$ cat config.mk
export PLATFORM = sky130hd
export DESIGN_NAME = chimp_board_loader
export DESIGN_NICKNAME = d
export VERILOG_FILES = /design/src/rtl/chimp_board_loader.sv
export SDC_FILE = /design/constraint.sdc
export NUM_CORES = 1
export LEC_CHECK = 0
export CAP_MARGIN = 20
export CORE_MARGIN = 5
export CORE_UTILIZATION = 41
export CTS_BUF_LIST = sky130_fd_sc_hd__clkbuf_8
export DETAILED_ROUTE_END_ITERATION = 10
export DONT_BUFFER_PORTS = 1
export HOLD_SLACK_MARGIN = 0.1
export PLACE_DENSITY = 0.55
export RECOVER_POWER = 25
export SYNTH_ARGS = -nofsm -noshare
export SYNTH_HDL_FRONTEND = slang
export SYNTH_SLANG_ARGS = --single-unit
$ cat constraint.sdc
create_clock -name clk -period 4.9 [get_ports clk]
set_input_delay 0.735 -clock clk [delete_from_list [all_inputs] [get_ports clk]]
set_output_delay 0.735 -clock clk [all_outputs]
set_load 0.02 [all_outputs]
$ cat src/rtl/chimp_board_loader.sv
// Builds a Chimp board: clears every cell, then places tiles 1..level in distinct LFSR-chosen cells.
// Writes are registered and held until iWrReady, with an idle gap after each one. CHIMP_LOADER_SEED_EN adds iSeed.
module chimp_board_loader #(
   parameter int          CELLS  = 40,
   parameter int          ADDR_W = 6,
   parameter logic [15:0] SEED   = 16'hACE1
) (
   input  logic              clk,
   input  logic              iReset,
   input  logic              iStart,
   input  logic [4:0]        iLevel,
   input  logic              iAbort,
   input  logic              iWrReady,
`ifdef CHIMP_LOADER_SEED_EN
   input  logic [15:0]       iSeed,
`endif
   output logic              oWrEn,
   output logic [ADDR_W-1:0] oWrAddr,
   output logic [4:0]        oWrData,
   output logic              oBusy,
   output logic              oDone,
   output logic [4:0]        oPlaced
);

   localparam int                OCC_N = 1 << ADDR_W;
   localparam logic [ADDR_W-1:0] LAST  = ADDR_W'(CELLS - 1);

   typedef enum logic [1:0] {IDLE, CLEAR, PLACE, DONE} state_t;

   state_t            state_q, state_d;
   logic [15:0]       lfsr_q, lfsr_d;
   logic [4:0]        lvl_q, lvl_d;
   logic [OCC_N-1:0]  occ_q, occ_d;
   logic [ADDR_W-1:0] clr_q, clr_d;
   logic              wr_en_d, busy_d, done_d;
   logic [ADDR_W-1:0] wr_addr_d;
   logic [4:0]        wr_data_d, placed_d;
   logic [ADDR_W-1:0] cand;
   logic              cand_ok, wr_done, abort;

   assign cand    = lfsr_q[ADDR_W-1:0];
   assign cand_ok = (cand <= LAST) && !occ_q[cand];
   assign wr_done = oWrEn && iWrReady;
   assign abort   = iAbort && (state_q != IDLE);

   always_ff @(posedge clk or posedge iReset) begin
      if (iReset) state_q <= IDLE;
      else        state_q <= state_d;
   end

   always_comb begin
      state_d = state_q;
      case (state_q)
         IDLE:  if (iStart) state_d = CLEAR;
         CLEAR: if (abort) state_d = IDLE;
                else if (wr_done && oWrAddr == LAST) state_d = (lvl_q != 5'd0) ? PLACE : DONE;
         PLACE: if (abort) state_d = IDLE;
                else if (wr_done && (oPlaced + 5'd1) == lvl_q) state_d = DONE;
         DONE:  state_d = IDLE;
         default: state_d = IDLE;
      endcase
   end

   always_comb begin
      lfsr_d    = {1'b0, lfsr_q[15:1]} ^ (lfsr_q[0] ? 16'hB400 : 16'h0000);
      lvl_d     = lvl_q;
      occ_d     = occ_q;
      clr_d     = clr_q;
      wr_en_d   = oWrEn;
      wr_addr_d = oWrAddr;
      wr_data_d = oWrData;
      placed_d  = oPlaced;
      case (state_q)
         IDLE: if (iStart) begin
            lvl_d    = iLevel;
            occ_d    = '0;
            clr_d    = '0;
            placed_d = 5'd0;
`ifdef CHIMP_LOADER_SEED_EN
            lfsr_d   = (iSeed == 16'h0000) ? SEED : iSeed;
`endif
         end
         CLEAR: if (wr_done) begin
            wr_en_d = 1'b0;
            clr_d   = clr_q + ADDR_W'(1);
         end else if (!oWrEn) begin
            wr_en_d   = 1'b1;
            wr_addr_d = clr_q;
            wr_data_d = 5'd0;
         end
         PLACE: if (wr_done) begin
            wr_en_d  = 1'b0;
            placed_d = oPlaced + 5'd1;
         end else if (!oWrEn && cand_ok) begin
            // Occupancy is marked at accept time so a stalled write cannot be re-picked.
            wr_en_d     = 1'b1;
            wr_addr_d   = cand;
            wr_data_d   = oPlaced + 5'd1;
            occ_d[cand] = 1'b1;
         end
         default: ;
      endcase
      if (abort) wr_en_d = 1'b0;
      busy_d = (state_d == CLEAR) || (state_d == PLACE);
      done_d = (state_d == DONE);
   end

   always_ff @(posedge clk or posedge iReset) begin
      if (iReset) begin
         lfsr_q  <= SEED;
         lvl_q   <= 5'd0;
         occ_q   <= '0;
         clr_q   <= '0;
         oWrEn   <= 1'b0;
         oWrAddr <= '0;
         oWrData <= 5'd0;
         oBusy   <= 1'b0;
         oDone   <= 1'b0;
         oPlaced <= 5'd0;
      end else begin
         lfsr_q  <= lfsr_d;
         lvl_q   <= lvl_d;
         occ_q   <= occ_d;
         clr_q   <= clr_d;
         oWrEn   <= wr_en_d;
         oWrAddr <= wr_addr_d;
         oWrData <= wr_data_d;
         oBusy   <= busy_d;
         oDone   <= done_d;
         oPlaced <= placed_d;
      end
   end

endmodule
* After elaboration in Yosys (flattened, before gate mapping)
Cells that the tools add are included.
** Word-level totals
- Register bits :: 112
- Bits of input ports :: 10
- Logic and storage cells :: 94
** Operators by class
- Add/sub/neg operators :: 2
- $lt $le $gt $ge :: 3
- Eq/ne operators :: 16
- Mux-type cells :: 37
- Bitwise operators :: 2
- Reduce and logical (&&, ||, !) cells :: 23
** Operators with widths (number)
- $mux W64 :: 3
- $pmux W64 S2 :: 1
- $or A64 B64 Y64 :: 1
- $mux W6 :: 6
- $mux W5 :: 6
- $pmux W6 S2 :: 2
- $pmux W5 S2 :: 2
- $mux W16 :: 1
- $xor A15 B16 Y16 :: 1
- $ne A2 B2 Y1 const B :: 7
- $mux W2 :: 5
- $eq A2 B2 Y1 const B :: 4
- $pmux W2 S4 :: 1
- $reduce_bool A2 Y1 :: 4
- $logic_and A1 B1 Y1 :: 7
- $lt A6 B7 Y1 const B :: 1
- $mux W1 :: 7
- $add A6 B1 Y6 const B :: 1
- $bmux W1 S6 :: 1
- $demux W1 S6 :: 1
- $eq A6 B6 Y1 const B :: 1
- $ge A6 B1 Y1 const B :: 1
- $le A6 B6 Y1 const B :: 1
- $reduce_and A3 Y1 :: 2
- 13 further kinds :: 16

* Depth between registers and ports, before layout
- Depth after elaboration :: 9
- Mapped depth :: 11

* Least setup slack after synthesis
OpenSTA, ideal clock, no wires.
- Path kind :: flip-flop to flip-flop
- From :: register lfsr_q[0]
- To :: register oWrAddr[0]
- Setup time :: 0.125 ns
- Arrival :: 2.361 ns
- Data required time :: 4.775 ns
- Setup slack :: 2.414 ns
- Cell stages (with the launch flop) :: 10
- Cell sequence :: dfstp_2 > buf_6 > buf_2 > mux2i_1 > a22oi_1 > a41oi_1 > o221a_4 > nand3_4 > a21oi_4 > mux2_4
** Between the ends
- Word-level cells in the longest chain between the ends :: 7
- Elaborated cells on any way between the ends :: 11
- Those cells by class :: order compare: 1; eq/ne: 1; mux: 5; reduce/logical: 4
** Ends and longest elaborated chain
- start: declaration :: line 31 : logic [15:0] lfsr_q, lfsr_d;
- start signal: assignment :: line 121 : lfsr_q <= lfsr_d;
- $bmux W1 S6 :: line 42 : assign cand_ok = (cand <= LAST) && !occ_q[cand];
- $mux W1 (not written as such) :: line 42
- $logic_not A1 Y1 :: line 42
- $logic_and A1 B1 Y1 :: line 42
- $logic_and A1 B1 Y1 :: line 94 : end else if (!oWrEn && cand_ok) begin
- $ne A2 B2 Y1 (no source line)
- $reduce_and A5 Y1 (no source line)
- end signal: assignment :: line 126 : oWrAddr <= wr_addr_d;
- end: declaration :: line 18 : output logic [ADDR_W-1:0] oWrAddr,
Several ways; a longest one is shown, not always the timed one. The select of a mux whose other input is x is not followed.
A chain may end at the register's enable or synchronous reset.

* Worst setup path after layout
- From :: register lfsr_q[0]
- To :: register oWrAddr[3]
** Between the ends
- Word-level cells in the longest chain between the ends :: 7
- Elaborated cells on any way between the ends :: 8
- Those cells by class :: order compare: 1; eq/ne: 1; mux: 2; reduce/logical: 4
** Ends and longest elaborated chain (line)
- $bmux W1 S6 :: 42
- $mux W1 (not written as such) :: 42
- $logic_not A1 Y1 :: 42
- $logic_and A1 B1 Y1 * :: 42
- $logic_and A1 B1 Y1 * :: 94
- $ne A2 B2 Y1 (no source line) *
- $reduce_and A5 Y1 (no source line) *
Every way passes the cells marked *; elsewhere a longest branch is shown, timed or not. The select of a mux whose other input is x is not followed.

==> impl_metrics.tcl <==
set metrics [dict create \
    die_x_um 114.0 \
    antenna_found_initial 0 \
    synth_top_area_frac 0.4965 \
    violations "max-capacitance violations, max-slew violations" \
    netlist_top_cells_area "dfrtp_1 50%, nand2_1 4.8%, dfstp_2 4.7%, o21a_1 2.7%, o21ai_0 2.5%" \
    period_minus_slack_ns 3.430 \
    n_fill_cell 1035 \
    cts_buffers 9 \
    synth_top_area_cell "dfrtp_1" \
    cp_data_required_time_ns 5.16 \
    grt_pass1_vias 3071 \
    irDropWorstVdd_uv 139.2 \
    clk_pin_slew_worst_paths_ns 0.09 \
    path_class "register to register" \
    cts-hold-fix-buffers 0 \
    dp_slack_ns 1.497 \
    synth_area_um2 4436 \
    routedWlPerCell_um 17.96 \
    async_reset_ff_frac 1.000 \
    final_nets 416 \
    timing.final.ws_setup_ns 1.470 \
    area_growth_pct 7.334 \
    postSynthCellCount 412 \
    setup_tns_ns 0 \
    synthDistinctLibCells 59 \
    maxCapViolCount 1 \
    drive_above_1_share 0.1054 \
    cpPeakStageDelay_ns 1.10 \
    routabilityCongestion 0.8311 \
    synthTopCellsByCount "88 x dfrtp_1, 57 x nand2_1, 29 x nor2_1, 22 x o21ai_0, 16 x o21a_1" \
    slew-limit-headroom -0.1519 \
    grt_pass1_wl_um 16640 \
    yosysSeqAreaShare 0.5439 \
    end_kind "register" \
    path_max_fanout 41 \
    grt_max_degree 57 \
    slew_viol_final 42 \
    core_um2 10700 \
    leakagePower_uw 0.002129 \
    ios 29 \
    power.density_nw_per_um2 333.8 \
    rsz0062_at_grt "false" \
    setup.worst_path.start_class "register" \
    synth_edf_count 0 \
    status "finished, violations left" \
    num_antenna_cells 0 \
    yosys_register_bits 96 \
    post-route-period-util 0.7001 \
    post_cts_resized 0 \
    syn_avg_cell_area_um2 10.77 \
    die_y_um 114.0 \
    cts_tree "built" \
    grt-ovfl-total 0 \
    wl_um 9844 \
    num_vias 3007 \
    start_util 0.4146 \
    cts_max_level 3 \
    multi_input_area_um2 1891 \
    via_per_inst 5.487 \
    root_buffer "clkbuf_8" \
    fmax_mhz 291.5 \
    drt_iter0_markers 258 \
    setup_violations 0 \
    clockBufferDepth 2 \
    drtAntennaViolNets 0 \
    grt_usage 0.1623 \
    die_area_um2 13000 \
    dpl.hpwl_um 6490 \
    hold_class "register to register" \
    firstDrtPassIters 5 \
    synth_flop_cell "dfrtp_1" \
    synth_fp_nets 425 \
    fp-row-count 38 \
    path_cells "mux4_2 > nand2b_1 > a41oi_1 > o221a_4 > nand3_4 > a21oi_4 > mux2_4" \
    worst_skew_pair.late_latency_ns 0.37 \
    drc 0 \
    final_area_um2 4761 \
    postCtsSetupBuffers 0 \
    hold_viol_final 0 \
    cp.arrival_ns 3.69 \
    synth_most_common_cell "dfrtp_1" \
    finalClockSkew_ns 0.01076 \
    yosysWarnings 0 \
    portBuffers 0 \
    crit_path_top_delay_cell "dfstp_2" \
    seq_area_um2 2412 \
    place_area_um2 4532 \
    cts.sinks 96 \
    worstMarginPinSlew_ns 1.718 \
]
==> cells in the final DEF (no fill, tap or decap), types with 3 or more instances in the layout <==
cell      instances
a31oi_1           3
xnor2_1           3
ha_1              3
nand3_1          11
o21a_1           16
and2_1           10
o211ai_1          9
buf_4             3
a21oi_1          13
and3_1            6
dfstp_2           7
clkbuf_8         11
mux4_2            4
a22o_1           10
nor2_1           29
o21ai_0          22
mux2_4            6
nand2_1          57
inv_1             3
nor3_1           11
nand2b_1          5
nor2b_1           5
mux2i_1           6
dfrtp_1          88
xor2_1           12
nand3b_1          5
a221oi_1          3
==> worst max-delay path: cells and delay by family, from the launching register on <==
family             cells  cell delay [ns]
DFF                    1             1.10
AOI/OAI and AO/OA      3             0.90
muxes                  2             0.92
and+or+nand+nor        2             0.38
==> layout make-up <==
class,instances,share of cell area
clock buffers,11,0.03180
inverters,7,0.006307
flip-flops and latches,96,0.5067
clock inverters,5,0.01656
repair buffers,3,0.004731
well taps,140,0.03679
multi-input cells,286,0.3971
==> registers in the layout (all words and copies together), names as in the netlist <==
signal and count:
oBusy 1, oPlaced 5, oDone 1, lfsr_q 16
occ_q 48, oWrEn 1, oWrAddr 6, clr_q 6
oWrData 5, state_q 2, lvl_q 5
==> stage by stage <==
| step | std cells | utilization | total power (uW) | hold WS [ns] |
|---|---|---|---|---|
| 5_1_grt | 548 | 0.4450 | 1667 | 0.3661 |
| 2_1_floorplan | 412 | - | 983.7 | 0.3312 |
| 3_3_place_gp | 532 | 0.4236 | 1015 | 0.3359 |
| 4_1_cts | 548 | 0.4451 | 1609 | 0.2652 |
| 6_report | 548 | 0.4450 | 1589 | 0.3562 |
| 3_5_place_dp | 532 | 0.4236 | 1018 | 0.3379 |
==> final timing paths <==
| path | startpoint | cells past startpoint | slack, ns | endpoint |
|---|---|---|---|---|
| min in group asynchronous | iReset | 1 | 0.65 | clr_q[2] |
| setup / recovery | lfsr_q[0] | 7 | 1.47 | oWrAddr[3] |
| hold / removal | lfsr_q[9] | 0 | 0.36 | lfsr_q[8] |
| max in group asynchronous | iReset | 2 | 2.84 | occ_q[10] |
| setup reg to reg | lfsr_q[0] | 7 | 1.47 | oWrAddr[3] |
| hold reg to reg | lfsr_q[9] | 0 | 0.36 | lfsr_q[8] |
==> cell families (layout without fill, tap and decap cells) <==
logic type,count (synthesis),in the layout,synth area share
flip-flops,96,96,0.5439
multiplexers,18,18,0.06263
AND/OR/NAND/NOR,156,156,0.1729
adder cells (fa/ha/maj),3,3,0.008464
XOR/XNOR,15,15,0.02962
AO/OA/AOI/OAI,94,94,0.1526
buffers and inverters,30,26,0.02990
==> power by group <==
part / switching, uW / internal, uW / leakage [uW] / total, uW
combinational: 79.9 / 48.9 / 0.000713 / 129
sequential: 50.9 / 820 / 0.00130 / 871
clock: 275 / 315 / 0.000119 / 589
==> routing by layer <==
metal | GRT usage | wire, um | part of all wire | vias up
met5 | 0 | 0 | 0 | -
met4 | 0.06651 | 235 | 0.024 | 0
met3 | 0.03873 | 316 | 0.032 | 20
met2 | 0.2268 | 4312 | 0.44 | 57
met1 | 0.2414 | 4979 | 0.51 | 1486
li1 | - | - | - | 1444
Power figures use the tool's default switching activity.
